===== config.mk =====
export PLATFORM = sky130hd
export DESIGN_NAME = mips_branch_ctrl
export DESIGN_NICKNAME = d
export VERILOG_FILES = /design/src/rtl/mips_pkg.sv /design/src/rtl/mips_sat_counter.sv /design/src/rtl/mips_branch_ctrl.sv
export SDC_FILE = /design/constraint.sdc
export NUM_CORES = 1
export LEC_CHECK = 0
export ABC_AREA = 1
export BUFFER_PORTS_ARGS = -buffer_cell sky130_fd_sc_hd__buf_2
export CAP_MARGIN = 10
export CORE_ASPECT_RATIO = 1.4
export CORE_MARGIN = 1
export CORE_UTILIZATION = 55
export CTS_CLUSTER_SIZE = 16
export DETAILED_ROUTE_END_ITERATION = 10
export GPL_TIMING_DRIVEN = 1
export PLACE_DENSITY_LB_ADDON = 0.05
export SLEW_MARGIN = 30
export SYNTH_ARGS = -nofsm -noshare
export SYNTH_HDL_FRONTEND = slang
export SYNTH_SLANG_ARGS = --single-unit

===== constraint.sdc =====
create_clock -name clk -period 2.7 [get_ports clk]
set_input_delay 0.27 -clock clk [delete_from_list [all_inputs] [get_ports clk]]
set_output_delay 0.27 -clock clk [all_outputs]
set_load 0.02 [all_outputs]

===== src/rtl/mips_pkg.sv =====
// mips_pkg: shared definitions for the ID-stage branch controller.
//  - REG_AW       register index width
//  - OP_BEQ/BNE   primary opcodes of the two branches handled in ID
//  - br_state_e   branch controller FSM state (IDLE=0, WAIT=1)
//  - stall_need   stall cycles needed by one branch operand
package mips_pkg;

  localparam int unsigned REG_AW = 5;

  localparam logic [5:0] OP_BEQ = 6'h04;
  localparam logic [5:0] OP_BNE = 6'h05;

  typedef enum logic {
    ST_IDLE = 1'b0,
    ST_WAIT = 1'b1
  } br_state_e;

  // A producer in EX wins over one in MEM because it is the younger write.
  // A non-load in MEM is not a stall: its ALU result is forwarded instead.
  function automatic logic [1:0] stall_need(input logic ex_match,
                                            input logic ex_load,
                                            input logic mem_match,
                                            input logic mem_load);
    if (ex_match) return ex_load ? 2'd2 : 2'd1;
    if (mem_match && mem_load) return 2'd1;
    return 2'd0;
  endfunction

endpackage


===== src/rtl/mips_sat_counter.sv =====
// mips_sat_counter: saturating up-counter for performance statistics.
//  clk    in   core clock
//  reset  in   synchronous, active-high clear
//  inc    in   count one event this cycle
//  count  out  CNT_W-bit registered count, holds at all-ones
module mips_sat_counter #(
  parameter int unsigned CNT_W = 16
) (
  input  logic             clk,
  input  logic             reset,
  input  logic             inc,
  output logic [CNT_W-1:0] count
);

  logic [CNT_W-1:0] count_q, count_d;

  always_comb begin
    count_d = count_q;
    if (inc && (count_q != '1)) count_d = count_q + 1'b1;
  end

  always_ff @(posedge clk) begin
    if (reset) count_q <= '0;
    else       count_q <= count_d;
  end

  assign count = count_q;

endmodule


===== src/rtl/mips_branch_ctrl.sv =====
// mips_branch_ctrl: ID-stage BEQ/BNE controller.
//  Inputs : clk, reset (sync, active-high), id_beq/id_bne, id_rs/id_rt,
//           EX and MEM stage regwrite/memread/rd, cmp_equal.
//  Outputs: fwd_a/fwd_b comparator forwarding selects, stall, idex_bubble,
//           pc_src, flush_ifid, and saturating br/taken/stall counters.
module mips_branch_ctrl #(
  parameter int unsigned REG_AW = mips_pkg::REG_AW,
  parameter int unsigned CNT_W  = 16
) (
  input  logic              clk,
  input  logic              reset,
  input  logic              id_beq,
  input  logic              id_bne,
  input  logic [REG_AW-1:0] id_rs,
  input  logic [REG_AW-1:0] id_rt,
  input  logic              ex_regwrite,
  input  logic              ex_memread,
  input  logic [REG_AW-1:0] ex_rd,
  input  logic              mem_regwrite,
  input  logic              mem_memread,
  input  logic [REG_AW-1:0] mem_rd,
  input  logic              cmp_equal,
  output logic              fwd_a,
  output logic              fwd_b,
  output logic              stall,
  output logic              idex_bubble,
  output logic              pc_src,
  output logic              flush_ifid,
  output logic [CNT_W-1:0]  br_count,
  output logic [CNT_W-1:0]  taken_count,
  output logic [CNT_W-1:0]  stall_count
);

  import mips_pkg::*;

  br_state_e  state_q, state_d;
  logic [1:0] cnt_q, cnt_d;

  logic       br;
  logic       ex_a, ex_b, mem_a, mem_b;
  logic [1:0] need_a, need_b, need;
  logic       taken;
  logic       br_inc, taken_inc;

  // Hazard detection; register 0 is hard-wired and never a dependency.
  assign br    = id_beq | id_bne;
  assign ex_a  = ex_regwrite  && (ex_rd  == id_rs) && (id_rs != '0);
  assign ex_b  = ex_regwrite  && (ex_rd  == id_rt) && (id_rt != '0);
  assign mem_a = mem_regwrite && (mem_rd == id_rs) && (id_rs != '0);
  assign mem_b = mem_regwrite && (mem_rd == id_rt) && (id_rt != '0);

  assign need_a = stall_need(ex_a, ex_memread, mem_a, mem_memread);
  assign need_b = stall_need(ex_b, ex_memread, mem_b, mem_memread);
  assign need   = (need_a > need_b) ? need_a : need_b;
  assign taken  = cmp_equal ^ id_bne;

  // Forwarding selects track the live inputs in every state.
  assign fwd_a = !reset && mem_a && !mem_memread;
  assign fwd_b = !reset && mem_b && !mem_memread;

  always_ff @(posedge clk) begin
    if (reset) begin
      state_q <= ST_IDLE;
      cnt_q   <= '0;
    end else begin
      state_q <= state_d;
      cnt_q   <= cnt_d;
    end
  end

  always_comb begin
    state_d = state_q;
    cnt_d   = cnt_q;
    case (state_q)
      ST_IDLE: begin
        // A one-cycle hazard stalls in IDLE and re-evaluates next cycle.
        if (br && (need == 2'd2)) begin
          state_d = ST_WAIT;
          cnt_d   = 2'd1;
        end
      end
      ST_WAIT: begin
        if (cnt_q == 2'd1) begin
          cnt_d   = '0;
          state_d = ST_IDLE;
        end else begin
          cnt_d = cnt_q - 2'd1;
        end
      end
      default: state_d = ST_IDLE;
    endcase
  end

  always_comb begin
    stall       = 1'b0;
    idex_bubble = 1'b0;
    pc_src      = 1'b0;
    flush_ifid  = 1'b0;
    br_inc      = 1'b0;
    taken_inc   = 1'b0;
    if (!reset) begin
      case (state_q)
        ST_IDLE: begin
          if (br) begin
            if (need == 2'd0) begin
              pc_src     = taken;
              flush_ifid = taken;
              br_inc     = 1'b1;
              taken_inc  = taken;
            end else begin
              stall       = 1'b1;
              idex_bubble = 1'b1;
            end
          end
        end
        ST_WAIT: begin
          stall       = 1'b1;
          idex_bubble = 1'b1;
        end
        default: ;
      endcase
    end
  end

  mips_sat_counter #(.CNT_W(CNT_W)) u_br_cnt (
    .clk(clk), .reset(reset), .inc(br_inc), .count(br_count)
  );

  mips_sat_counter #(.CNT_W(CNT_W)) u_taken_cnt (
    .clk(clk), .reset(reset), .inc(taken_inc), .count(taken_count)
  );

  mips_sat_counter #(.CNT_W(CNT_W)) u_stall_cnt (
    .clk(clk), .reset(reset), .inc(stall), .count(stall_count)
  );

endmodule

==> metrics <==
Clock Skews 0.0123 ns; Seq/Total Area, Yosys 0.284; CTS root buf clkbuf_8; largest net degree at the start of global routing 26; peak supply drop 0.249 mV; cell area after synthesis 0.00360 mm²; CP endpoint kind output port; CTS tree done; Req. time, crit path 2.43 ns; final max-slew violation count 0; top cells by area, synth dfxtp_1 (28%), nand2_1 (14%), xor2_1 (6.8%), inv_1 (5.9%), a21oi_1 (5.6%); # hold bufs at CTS 0; I/O pins 83; Syn Inst Count 531; Worst Path Max Fanout 4; Yosys cell types 37; first-pass GRT wire length 13.8 mm; largest area contributor in the synthesized netlist dfxtp_1; Ys Warns 0; Synth top area share 0.284; Core Util, Final 0.669; Die Ht 97.7 µm; 1st-pass router iterations 4; chip width 70.4 µm; P&R area growth vs syn 16.3%; r2r worst-path depth 10; 1st-iter DRT viols 147; Post-synth top flop dfxtp_1; status complete, no violations; EDFF count, synth 0; Cell Area, Placed 0.00405 mm²; die area 0.00687 mm²; fmax 0.399 GHz; Final Instance Area 0.00419 mm²; arrival time at the worst endpoint 2.23 ns; GPL Wtd Cong 0.865; Congestion Overflow GR 0; Setup crit start id_rt[4]; DP HPWL 6.21 mm; Seq cells post-synth 51; Initial Utilization 0.575; CTS Buffer Depth 2; Leakage 1.83 nW; CTS Buf Count 5; min Tclk post-route 2.50 ns; Top Metal Used met4; Worst Hold Depth 2; Slew headroom 0.632; MaxCap Viol Count 0; fill count 593; total power 0.00154 W; layout cells sized above 1 0.235; clock sink count 51; crit path kind in2out; fraction of registers with async set/reset 0; total track usage 0.238; R2R Setup Slk 0.63 ns; DR vias/cell 5.35; Non-Filler Instances 685; htree depth 2; critical path launch point type input port; P per Cell Area 367 mW/mm²; cell row count 34; reg2reg end u_taken_cnt.count[1]$_SDFFE_PP0P_; Buffers on Ports 82; Reg-to-Reg Start u_taken_cnt.count[0]$_SDFFE_PP0P_; endpoints failing setup 0; worst setup path endpoint flush_ifid; DRC viols 0; Met1 Routed Length 3.48 mm; HP Class in2reg; drt wl/cell 11.8 µm; final WL 8.11 mm; DP Cell Count 676; core area 0.00625 mm²; post-route ant nets 0; hold slack 0.368 ns; Tcrit/Tclk final 0.927; nets 648; Least-Margin Pin Slew 0.549 ns; Worst-path clk slew 0.11 ns; vias in the first global route 3351; Vias 3662; met2 wire len 4.28 mm; Final Hold Viols 0; wire length on met3 240 µm; Mapped Nets 567; Skew-Pair Late Insertion Delay 0.31 ns; Mean Syn Cell Area 6.78 µm²; initial antenna violation count 0; n_diodes 0
## how the worst min path moves through the flow
stage                                      from                              end
after floorplan           cnt_q[1]$_SDFFE_PP0P_            cnt_q[1]$_SDFFE_PP0P_
after global placement    cnt_q[1]$_SDFFE_PP0P_            cnt_q[1]$_SDFFE_PP0P_
after detailed placement  cnt_q[1]$_SDFFE_PP0P_            cnt_q[1]$_SDFFE_PP0P_
after CTS                                 reset   u_br_cnt.count[8]$_SDFFE_PP0P_
after global routing                      reset  u_br_cnt.count[14]$_SDFFE_PP0P_
final                                     reset   u_br_cnt.count[8]$_SDFFE_PP0P_
## flip-flops by register name (all words and copies together) (netlist names)
name               cells
u_stall_cnt.count     16
u_br_cnt.count        16
u_taken_cnt.count     16
state_q                1
cnt_q                  2
## worst max-delay path, stage by stage
cell and delay [ns]:
buf_2 0.11, inv_2 0.07, or2_0 0.11, nand3_1 0.09, nor2_2 0.16, nand3_2 0.14
nand2_1 0.10, inv_1 0.04, ha_1 0.26, nand2_1 0.06, o21a_1 0.15, inv_1 0.06
nand3_2 0.10, nand3_4 0.09, nor2_4 0.13, nand2_1 0.07, inv_2 0.08, buf_2 0.17
## stage by stage
stage	setup WS [ns]	setup TNS, ns
global route	-0.00538	-0.00554
CTS	0.0695	0
detailed placement	-0.0714	-0.194
global placement	0.0735	0
floorplan	0.122	0
finish	0.196	0
## synth_stat cells (3+ instances only)
| cell type | n |
|---|---|
| buf_2 | 5 |
| nor2_1 | 43 |
| nor3_1 | 16 |
| xor2_1 | 28 |
| nand3_2 | 15 |
| a21oi_2 | 7 |
| nor4_1 | 6 |
| inv_2 | 5 |
| clkbuf_1 | 8 |
| nand2_1 | 133 |
| nand3_1 | 36 |
| nand2_2 | 3 |
| ha_1 | 7 |
| xnor2_1 | 13 |
| a21oi_1 | 40 |
| nand4_1 | 29 |
| o21ai_0 | 6 |
| dfxtp_1 | 51 |
| inv_1 | 57 |
## cell families (layout without fill, tap and decap cells)
kind of cell,count (synthesis),count (layout),synth area share
AOI/OAI and AO/OA,59,59,0.0921
and+or+nand+nor,290,290,0.393
adders and majority gates,7,7,0.0243
xor gates and xnor gates,41,41,0.0998
DFF,51,51,0.284
buffers and inverters,83,165,0.107
## layer usage
layer / global-route usage / vias to the layer above
li1: - / 1904
met1: 0.262 / 1673
met2: 0.454 / 74
met3: 0.0290 / 11
met4: 0.0831 / 0
met5: 0 / -
## cells in the final DEF (no fill, tap or decap), types with 2 or more instances in the layout
cell type	n
buf_4	11
dfxtp_1	51
xnor2_1	13
nor2_2	4
nand4_1	29
xor2_1	28
nor2_1	41
nand3_1	34
a21oi_2	8
nand2_1	133
ha_1	7
inv_2	5
nor3_1	16
nand2_2	3
buf_2	82
nand3_2	17
a21oi_1	39
inv_1	57
a31oi_1	2
o21ai_0	6
nor4_1	6
clkbuf_8	5
## cell type report
class                           count  area (µm²)  share of cell area
Tap cell                           72        90.1              0.0215
Multi-Input combinational cell    397        2210               0.529
Timing Repair Buffer               94         513               0.123
Clock inverter                      3        43.8              0.0105
Clock buffer                        5        68.8              0.0164
Sequential cell                    51        1020               0.244
Inverter                           63         236              0.0565
## what timing repair did
item	4_1_cts	5_1_grt
resized for setup	0	5
buffers inserted	0	1
endpoints found under the setup margin	0	4
## report_power, final
group | total [W] | switching (W) | leakage (nW) | internal [W]
clock | 0.000544 | 0.000268 | 0.0581 | 0.000276
sequential | 0.000768 | 0.00000781 | 0.411 | 0.000760
combinational | 0.000225 | 0.000148 | 1.36 | 0.0000774
Note: power is estimated with default switching activity, not from simulation.
